[config.mk]
export PLATFORM = sky130hd
export DESIGN_NAME = mem_bus_arbiter
export DESIGN_NICKNAME = d
export VERILOG_FILES = /design/src/rtl/cpu_types_pkg.sv /design/src/rtl/arb_starve_cnt.sv /design/src/rtl/mem_bus_arbiter.sv
export SDC_FILE = /design/constraint.sdc
export NUM_CORES = 1
export LEC_CHECK = 0
export CAP_MARGIN = 20
export CELL_PAD_IN_SITES_DETAIL_PLACEMENT = 2
export CELL_PAD_IN_SITES_GLOBAL_PLACEMENT = 2
export CORE_MARGIN = 10
export CORE_UTILIZATION = 10
export DETAILED_ROUTE_END_ITERATION = 8
export PLACE_DENSITY_LB_ADDON = 0.1
export RECOVER_POWER = 50
export SETUP_SLACK_MARGIN = 0.1
export SLEW_MARGIN = 10
export SYNTH_ARGS = -nofsm -noshare
export SYNTH_HDL_FRONTEND = slang
export SYNTH_SLANG_ARGS = --single-unit
[constraint.sdc]
create_clock -name CLK -period 2.1 [get_ports CLK]
set_clock_uncertainty 0.2 [all_clocks]
set_input_delay 0.21 -clock CLK [delete_from_list [all_inputs] [get_ports CLK]]
set_output_delay 0.21 -clock CLK [all_outputs]
set_load 0.02 [all_outputs]
[src/rtl/cpu_types_pkg.sv]
// Types shared by the CPU memory path: RAM handshake status, arbiter states
// and the machine word.
package cpu_types_pkg;

    typedef logic [31:0] word_t;

    typedef enum logic [1:0] {
        FREE   = 2'd0,
        BUSY   = 2'd1,
        ACCESS = 2'd2,
        ERROR  = 2'd3
    } ramstate_t;

    typedef enum logic [1:0] {
        IDLE,
        IGNT,
        DGNT
    } arb_state_t;

    localparam int unsigned STARVE_CNT_W = 4;

endpackage

[src/rtl/arb_starve_cnt.sv]
// Saturating count of data grants taken while an instruction fetch waits.
// Clear wins over increment; the count stops at LIMIT and never wraps.
module arb_starve_cnt
    import cpu_types_pkg::*;
#(
    parameter int unsigned LIMIT = 4
) (
    input  logic clk_i,
    input  logic rst_ni,
    input  logic inc_i,
    input  logic clr_i,
    output logic at_limit_o
);

    localparam logic [STARVE_CNT_W-1:0] LIMIT_C = STARVE_CNT_W'(LIMIT);

    logic [STARVE_CNT_W-1:0] cnt_q;
    logic [STARVE_CNT_W-1:0] cnt_d;

    always_comb begin
        cnt_d = cnt_q;
        if (clr_i) begin
            cnt_d = '0;
        end else if (inc_i && (cnt_q < LIMIT_C)) begin
            cnt_d = cnt_q + STARVE_CNT_W'(1);
        end
    end

    always_ff @(posedge clk_i or negedge rst_ni) begin
        if (!rst_ni) begin
            cnt_q <= '0;
        end else begin
            cnt_q <= cnt_d;
        end
    end

    assign at_limit_o = (cnt_q == LIMIT_C);

endmodule

[src/rtl/mem_bus_arbiter.sv]
// Shares the single-port RAM between instruction fetch and data access.
// Data wins by default; a starvation counter forces a fetch grant after STARVE_LIMIT data grants.
module mem_bus_arbiter
    import cpu_types_pkg::*;
#(
    parameter int unsigned ADDR_W       = 32,
    parameter int unsigned DATA_W       = 32,
    parameter int unsigned STARVE_LIMIT = 4
) (
    input  logic              CLK,
    input  logic              nRST,
    input  logic              iREN,
    input  logic [ADDR_W-1:0] iaddr,
    output logic [DATA_W-1:0] iload,
    output logic              iwait,
    input  logic              dREN,
    input  logic              dWEN,
    input  logic [ADDR_W-1:0] daddr,
    input  logic [DATA_W-1:0] dstore,
    output logic [DATA_W-1:0] dload,
    output logic              dwait,
    output logic              ramREN,
    output logic              ramWEN,
    output logic [ADDR_W-1:0] ramaddr,
    output logic [DATA_W-1:0] ramstore,
    input  logic [DATA_W-1:0] ramload,
    input  logic [1:0]        ramstate
);

    arb_state_t state_q;
    arb_state_t state_d;
    ramstate_t  ram_st;
    logic       d_req;
    logic       ram_done;
    logic       at_limit;
    logic       starve_inc;
    logic       starve_clr;

    assign ram_st   = ramstate_t'(ramstate);
    assign ram_done = (ram_st == ACCESS);
    assign d_req    = dREN | dWEN;

    always_comb begin
        state_d    = state_q;
        starve_inc = 1'b0;
        starve_clr = 1'b0;
        case (state_q)
            IDLE: begin
                if (d_req && !(iREN && at_limit)) begin
                    state_d    = DGNT;
                    starve_inc = iREN;
                end else if (iREN) begin
                    state_d    = IGNT;
                    starve_clr = 1'b1;
                end
                if (!iREN) begin
                    starve_clr = 1'b1;
                end
            end
            IGNT: begin
                if (ram_done || !iREN) begin
                    state_d = IDLE;
                end
            end
            DGNT: begin
                if (ram_done || !d_req) begin
                    state_d = IDLE;
                end
            end
            default: state_d = IDLE;
        endcase
    end

    always_ff @(posedge CLK or negedge nRST) begin
        if (!nRST) begin
            state_q <= IDLE;
        end else begin
            state_q <= state_d;
        end
    end

    arb_starve_cnt #(
        .LIMIT (STARVE_LIMIT)
    ) u_starve_cnt (
        .clk_i      (CLK),
        .rst_ni     (nRST),
        .inc_i      (starve_inc),
        .clr_i      (starve_clr),
        .at_limit_o (at_limit)
    );

    // Completion is reported for ACCESS even if the request drops in that same cycle.
    always_comb begin
        ramREN   = 1'b0;
        ramWEN   = 1'b0;
        ramaddr  = '0;
        ramstore = '0;
        iwait    = 1'b1;
        dwait    = 1'b1;
        iload    = '0;
        dload    = '0;
        case (state_q)
            IGNT: begin
                ramREN  = 1'b1;
                ramaddr = iaddr;
                iwait   = !ram_done;
                if (ram_done) begin
                    iload = ramload;
                end
            end
            DGNT: begin
                ramWEN   = dWEN;
                ramREN   = dREN & ~dWEN;
                ramaddr  = daddr;
                ramstore = dstore;
                dwait    = !ram_done;
                if (ram_done && dREN && !dWEN) begin
                    dload = ramload;
                end
            end
            default: ;
        endcase
    end

endmodule

Word level (Yosys, flattened, before mapping)
Cells that the tools add are included.
{"block": "totals", "regBits": 6, "in_bits": 135, "out_inout_bits": 132, "elab_cells": 51}
{"block": "op_classes", "n_addsub": 1, "magnitude_cmp": 1, "eq_ne": 7, "mux": 22, "bitwise": 3, "n_reduce_logical": 15}
{"op": "two-way mux 32 bit", "count": 5}
{"op": "case mux 32 bit (2 select lines)", "count": 1}
{"op": "two-way mux 1 bit", "count": 8}
{"op": "two-way mux 2 bit", "count": 4}
{"op": "two-way mux 4 bit", "count": 2}
{"op": "case mux 2 bit (3 select lines)", "count": 1}
{"op": "logical AND 1 bit", "count": 5}
{"op": "zero test 1 bit", "count": 5}
{"op": "adder 4 x 1 -> 4 bit, second input constant", "count": 1}
{"op": "equality test 2 bit, second input constant", "count": 2}
{"op": "equality test 4 x 3 -> 1 bit, second input constant", "count": 1}
{"op": "< comparator 4 x 3 -> 1 bit, second input constant", "count": 1}
{"op": "inequality test 2 bit, second input constant", "count": 2}
{"op": "inequality test 3 bit, second input constant", "count": 1}
{"op": "AND reduction 3 bit", "count": 1}
{"op": "equality test 2 x 1 -> 1 bit, second input constant", "count": 1}
{"op": "zero test 2 bit", "count": 1}
{"op": "logical OR 1 bit", "count": 2}
{"op": "case mux 1 bit (2 select lines)", "count": 1}
{"op": "nonzero test 2 bit", "count": 1}
{"op": "bitwise AND 1 bit", "count": 1}
{"op": "NOT 1 bit", "count": 1}
{"op": "bitwise OR 1 bit", "count": 1}

Logic depth before layout (Yosys ltp)
{"block": "depth", "depth_word": 9, "mapped_depth": 6, "depth_no_buf": 6}

Modules after synthesis
From an unflattened synthesis, not the netlist that was laid out.
{"block": "unflattened", "hier_cells": 236, "hier_area_um2": 1659.1}
{"module": "mem_bus_arbiter", "n_inst": 1, "cells_per_inst": 216, "area_each_um2": 1430.1}
{"module": "arb_starve_cnt", "n_inst": 1, "cells_per_inst": 20, "area_each_um2": 229.0}

Worst setup path before layout
Ideal clock, no wire load.
{"block": "synth_timing", "path_kind": "register -> output", "startpoint": "register state_q[0]", "endpoint": "output ramaddr[11]", "t_arrival_ns": 1.429, "path_slack_ns": 0.261, "path_stages_with_launch": 7, "n_path_buf": 2, "path_cell_list": "dfrtp_1 > inv_1 > ha_1 > buf_2 > buf_2 > a22oi_1 > nor2b_1"}
{"block": "synth_between", "elab_chain_len": 2, "word_cells_on_any_way": 3, "classes_between": "2 x eq/ne; 1 x mux"}
{"item": "start: declaration", "line_no": "mem_bus_arbiter.sv:30", "source": "arb_state_t state_q;"}
{"item": "start signal: assignment", "line_no": "mem_bus_arbiter.sv:78", "source": "state_q <= state_d;"}
{"item": "equality test 2 bit / equality test 2 x 1 -> 1 bit (equally long branches)", "line_no": "mem_bus_arbiter.sv:102", "source": "case (state_q)"}
{"item": "case mux 32 bit (2 select lines) *", "line_no": "mem_bus_arbiter.sv:102"}
{"item": "end: declaration", "line_no": "mem_bus_arbiter.sv:24", "source": "output logic [ADDR_W-1:0] ramaddr,"}
Every way passes the cells marked *; elsewhere a longest branch is shown, timed or not.

Final worst setup path
{"block": "layout_timing", "startpoint": "register state_q[0]", "endpoint": "output dload[6]"}
{"block": "layout_between", "elab_chain_len": 2}
{"item": "equality test 2 bit", "line_no": "mem_bus_arbiter.sv:102"}
{"item": "two-way mux 32 bit", "line_no": "mem_bus_arbiter.sv:102"}
{"item": "end: declaration", "line_no": "mem_bus_arbiter.sv:20", "source": "output logic [DATA_W-1:0] dload,"}
No other way between the ends.

==> impl_metrics.env <==
export IMPL_final_nets=647
export IMPL_fp_dieW_um=146
export IMPL_grt_overflow_total=0
export IMPL_io_pins=267
export IMPL_vias=2858
export IMPL_first_global_vias=3000
export IMPL_clkTransAtPathRegs_ps=40
export IMPL_ys_ff_latch=6
export IMPL_syn_to_final_growth_pct=225
export IMPL_yosys_warnings=0
export IMPL_synth_area_top_cells="and2_1, a22oi_1, and3_1, nor2b_1, dfrtp_1"
export IMPL_finalCritPeriodShare_pct=99.8
export IMPL_post_place_ws_ps=-364
export IMPL_tritoncts="built"
export IMPL_cap_violations=0
export IMPL_syn_num_nets=370
export IMPL_path_class="reg -> out"
export IMPL_postRouteAntennaNets=0
export IMPL_drt_iter0_markers=51
export IMPL_synth_area_leader_cell="and2_1"
export IMPL_final_common_cell="clkdlybuf4s50_1"
export IMPL_drive_above_1_share_pct=49.1
export IMPL_final_util_pct=32.8
export IMPL_setup_tns_final_ps=0
export IMPL_finalHoldViolCount=0
export IMPL_synth_seq_area_share_pct=9.46
export IMPL_final_cell_mix="clkdlybuf4s50_1, buf_6, buf_2"
export IMPL_tightest_slew_ps=385
export IMPL_end_kind="output pin"
export IMPL_clockRootBuffer="clkbuf_16"
export IMPL_die_h_um=146
export IMPL_wire_per_inst_um=21.9
export IMPL_finalWeightedCongestion=0.720
export IMPL_yosysUniqueCellTypes=25
export IMPL_setup_viol_count_final=0
export IMPL_clock_latency_ps=230
export IMPL_synthArstFlopShare_pct=100
export IMPL_post_route_min_period_ps=2090
export IMPL_grt_pass1_wl_um=21100
export IMPL_initial_utilization_pct=10.1
export IMPL_register_area_um2=150
export IMPL_synth_edf_count=0
export IMPL_ys_dominant_reg_cell="dfrtp_1"
export IMPL_synth_top_area_share_pct=25.6
export IMPL_fmax_mhz=477
export IMPL_synth_mux_area_share_pct=0
export IMPL_syn_area_um2=1590
export IMPL_cts_made_buffers=3
export IMPL_timing_final_ws_setup_ps=5.23
export IMPL_p_per_area_nw_per_um2=910
export IMPL_core_area_um2=15700
export IMPL_synth_simple_gate_area_share_pct=56.8
export IMPL_worstPathMaxFanout=8
export IMPL_relSlewSlack_pct=74.0
export IMPL_clock_tree_buffer_depth=2
export IMPL_rows=46
export IMPL_grt_start_max_net_pins=37
export IMPL_hold_path_class="in -> async"
export IMPL_dr_pass1_iters=4
export IMPL_multiInputGateArea_um2=1690
export IMPL_arrival_ps=1680
export IMPL_synth_top_family_by_area="simple AND/OR/NAND/NOR gates"
export IMPL_totalWireLength_um=15800
export IMPL_synth_xor_area_share_pct=0.552
export IMPL_cts_hold_buf=0
export IMPL_p_total_w=0.00470
export IMPL_rsz0062_at_grt="true"
export IMPL_whs_ps=110
export IMPL_required_ps=1690
export IMPL_slew_viol_final=0
export IMPL_io_buffers=266
export IMPL_run_status="complete, no violations"
export IMPL_leakagePower_nw=2.37
export IMPL_vias_per_cell=3.96
export IMPL_hpwlAfterDp_um=12000
export IMPL_clkSinkCount=6
export IMPL_grt_use_total_pct=12.7
export IMPL_synthCells=230
export IMPL_cts_max_level=1
export IMPL_fill_cells=1774
export IMPL_synthAdderAreaFrac_pct=3.94
export IMPL_antenna_found_initial=1
export IMPL_syn_avg_cell_area_um2=6.90
export IMPL_synth_compound_gate_area_share_pct=20.7
export IMPL_drcViolationCount=0
export IMPL_crit_path_start_kind="flip-flop"
export IMPL_dieArea_um2=21300
export IMPL_vdd_ir_drop_worst_mv=0.358
-- report_power, final --
group	leakage (nW)	internal, W	total [W]	switching (W)
registers	0.0792	0.000153	0.000191	0.0000376
logic	2.25	0.00222	0.00420	0.00198
clock network	0.0370	0.000244	0.000308	0.0000636
-- per-stage QoR --
stage               area [µm²]  instances
detailed placement        4600        705
floorplan                 1590        230
CTS                       4750        711
global route              5160        722
global placement          4600        705
finish                    5160        722
-- registers in the layout (all words and copies together) (netlist names) --
register,count
state_q,2
u_starve_cnt.cnt_q,4
-- cells in the mapped netlist, types with 2 or more instances --
master    instances
a21oi_1           2
a22oi_1          32
and2_1           65
and3_1           33
buf_2             3
buf_6             3
clkbuf_1         17
dfrtp_1           6
ha_1              5
inv_1             6
nand2_1           3
nor2_1            7
nor2b_1          32
o21a_1            3
o21ai_0           3
-- worst max-delay path, stage by stage (launching register included) --
cell and delay [ps]:
dfrtp_1 390, inv_2 90, ha_4 190, nand2_4 70, nor3_4 150, buf_12 150
clkbuf_16 150, and2_4 140, buf_6 110
-- final timing paths --
check                                                   from                           endpoint  slack (ps)  cells after the start
setup / recovery                      state_q[0]$_DFFE_PN0P_                           dload[6]           5                      8
min in group CLK           u_starve_cnt.cnt_q[3]$_DFFE_PN0P_  u_starve_cnt.cnt_q[3]$_DFFE_PN0P_         380                      2
setup reg to reg                      state_q[1]$_DFFE_PN0P_             state_q[1]$_DFFE_PN0P_         200                      7
hold / removal                                          nRST  u_starve_cnt.cnt_q[1]$_DFFE_PN0P_         110                      1
max in group asynchronous                               nRST             state_q[0]$_DFFE_PN0P_        1350                      1
hold reg to reg            u_starve_cnt.cnt_q[3]$_DFFE_PN0P_  u_starve_cnt.cnt_q[3]$_DFFE_PN0P_         380                      2
-- logic make-up after synthesis --
group	Yosys count
compound gates	44
buf+inv	29
flops	6
xor+xnor	1
simple gates	145
fa+ha+maj	5
-- repair_timing --
item	4_1_cts	5_1_grt
gates resized for setup	525	241
gates cloned	2	7
setup endpoints to repair	131	132
buffers inserted	1	3
pin swaps	1	18
-- layer usage --
metal | GRT usage [%] | up-vias | wire length [µm]
li1 | - | 1346 | -
met1 | 12.8 | 1375 | 5970
met2 | 25.5 | 123 | 8750
met3 | 3.58 | 14 | 853
met4 | 1.70 | 0 | 247
met5 | 0 | - | 0
-- layout make-up --
| type | instances | share of cell area (%) |
|---|---|---|
| Clock buffer | 3 | 1.45 |
| Inverter | 6 | 0.436 |
| Antenna cell | 1 | 0.0485 |
| Multi-Input combinational cell | 195 | 32.7 |
| Timing Repair Buffer | 295 | 57.3 |
| Sequential cell | 6 | 2.91 |
| Tap cell | 216 | 5.24 |
Note: power is estimated with default switching activity, not from simulation.
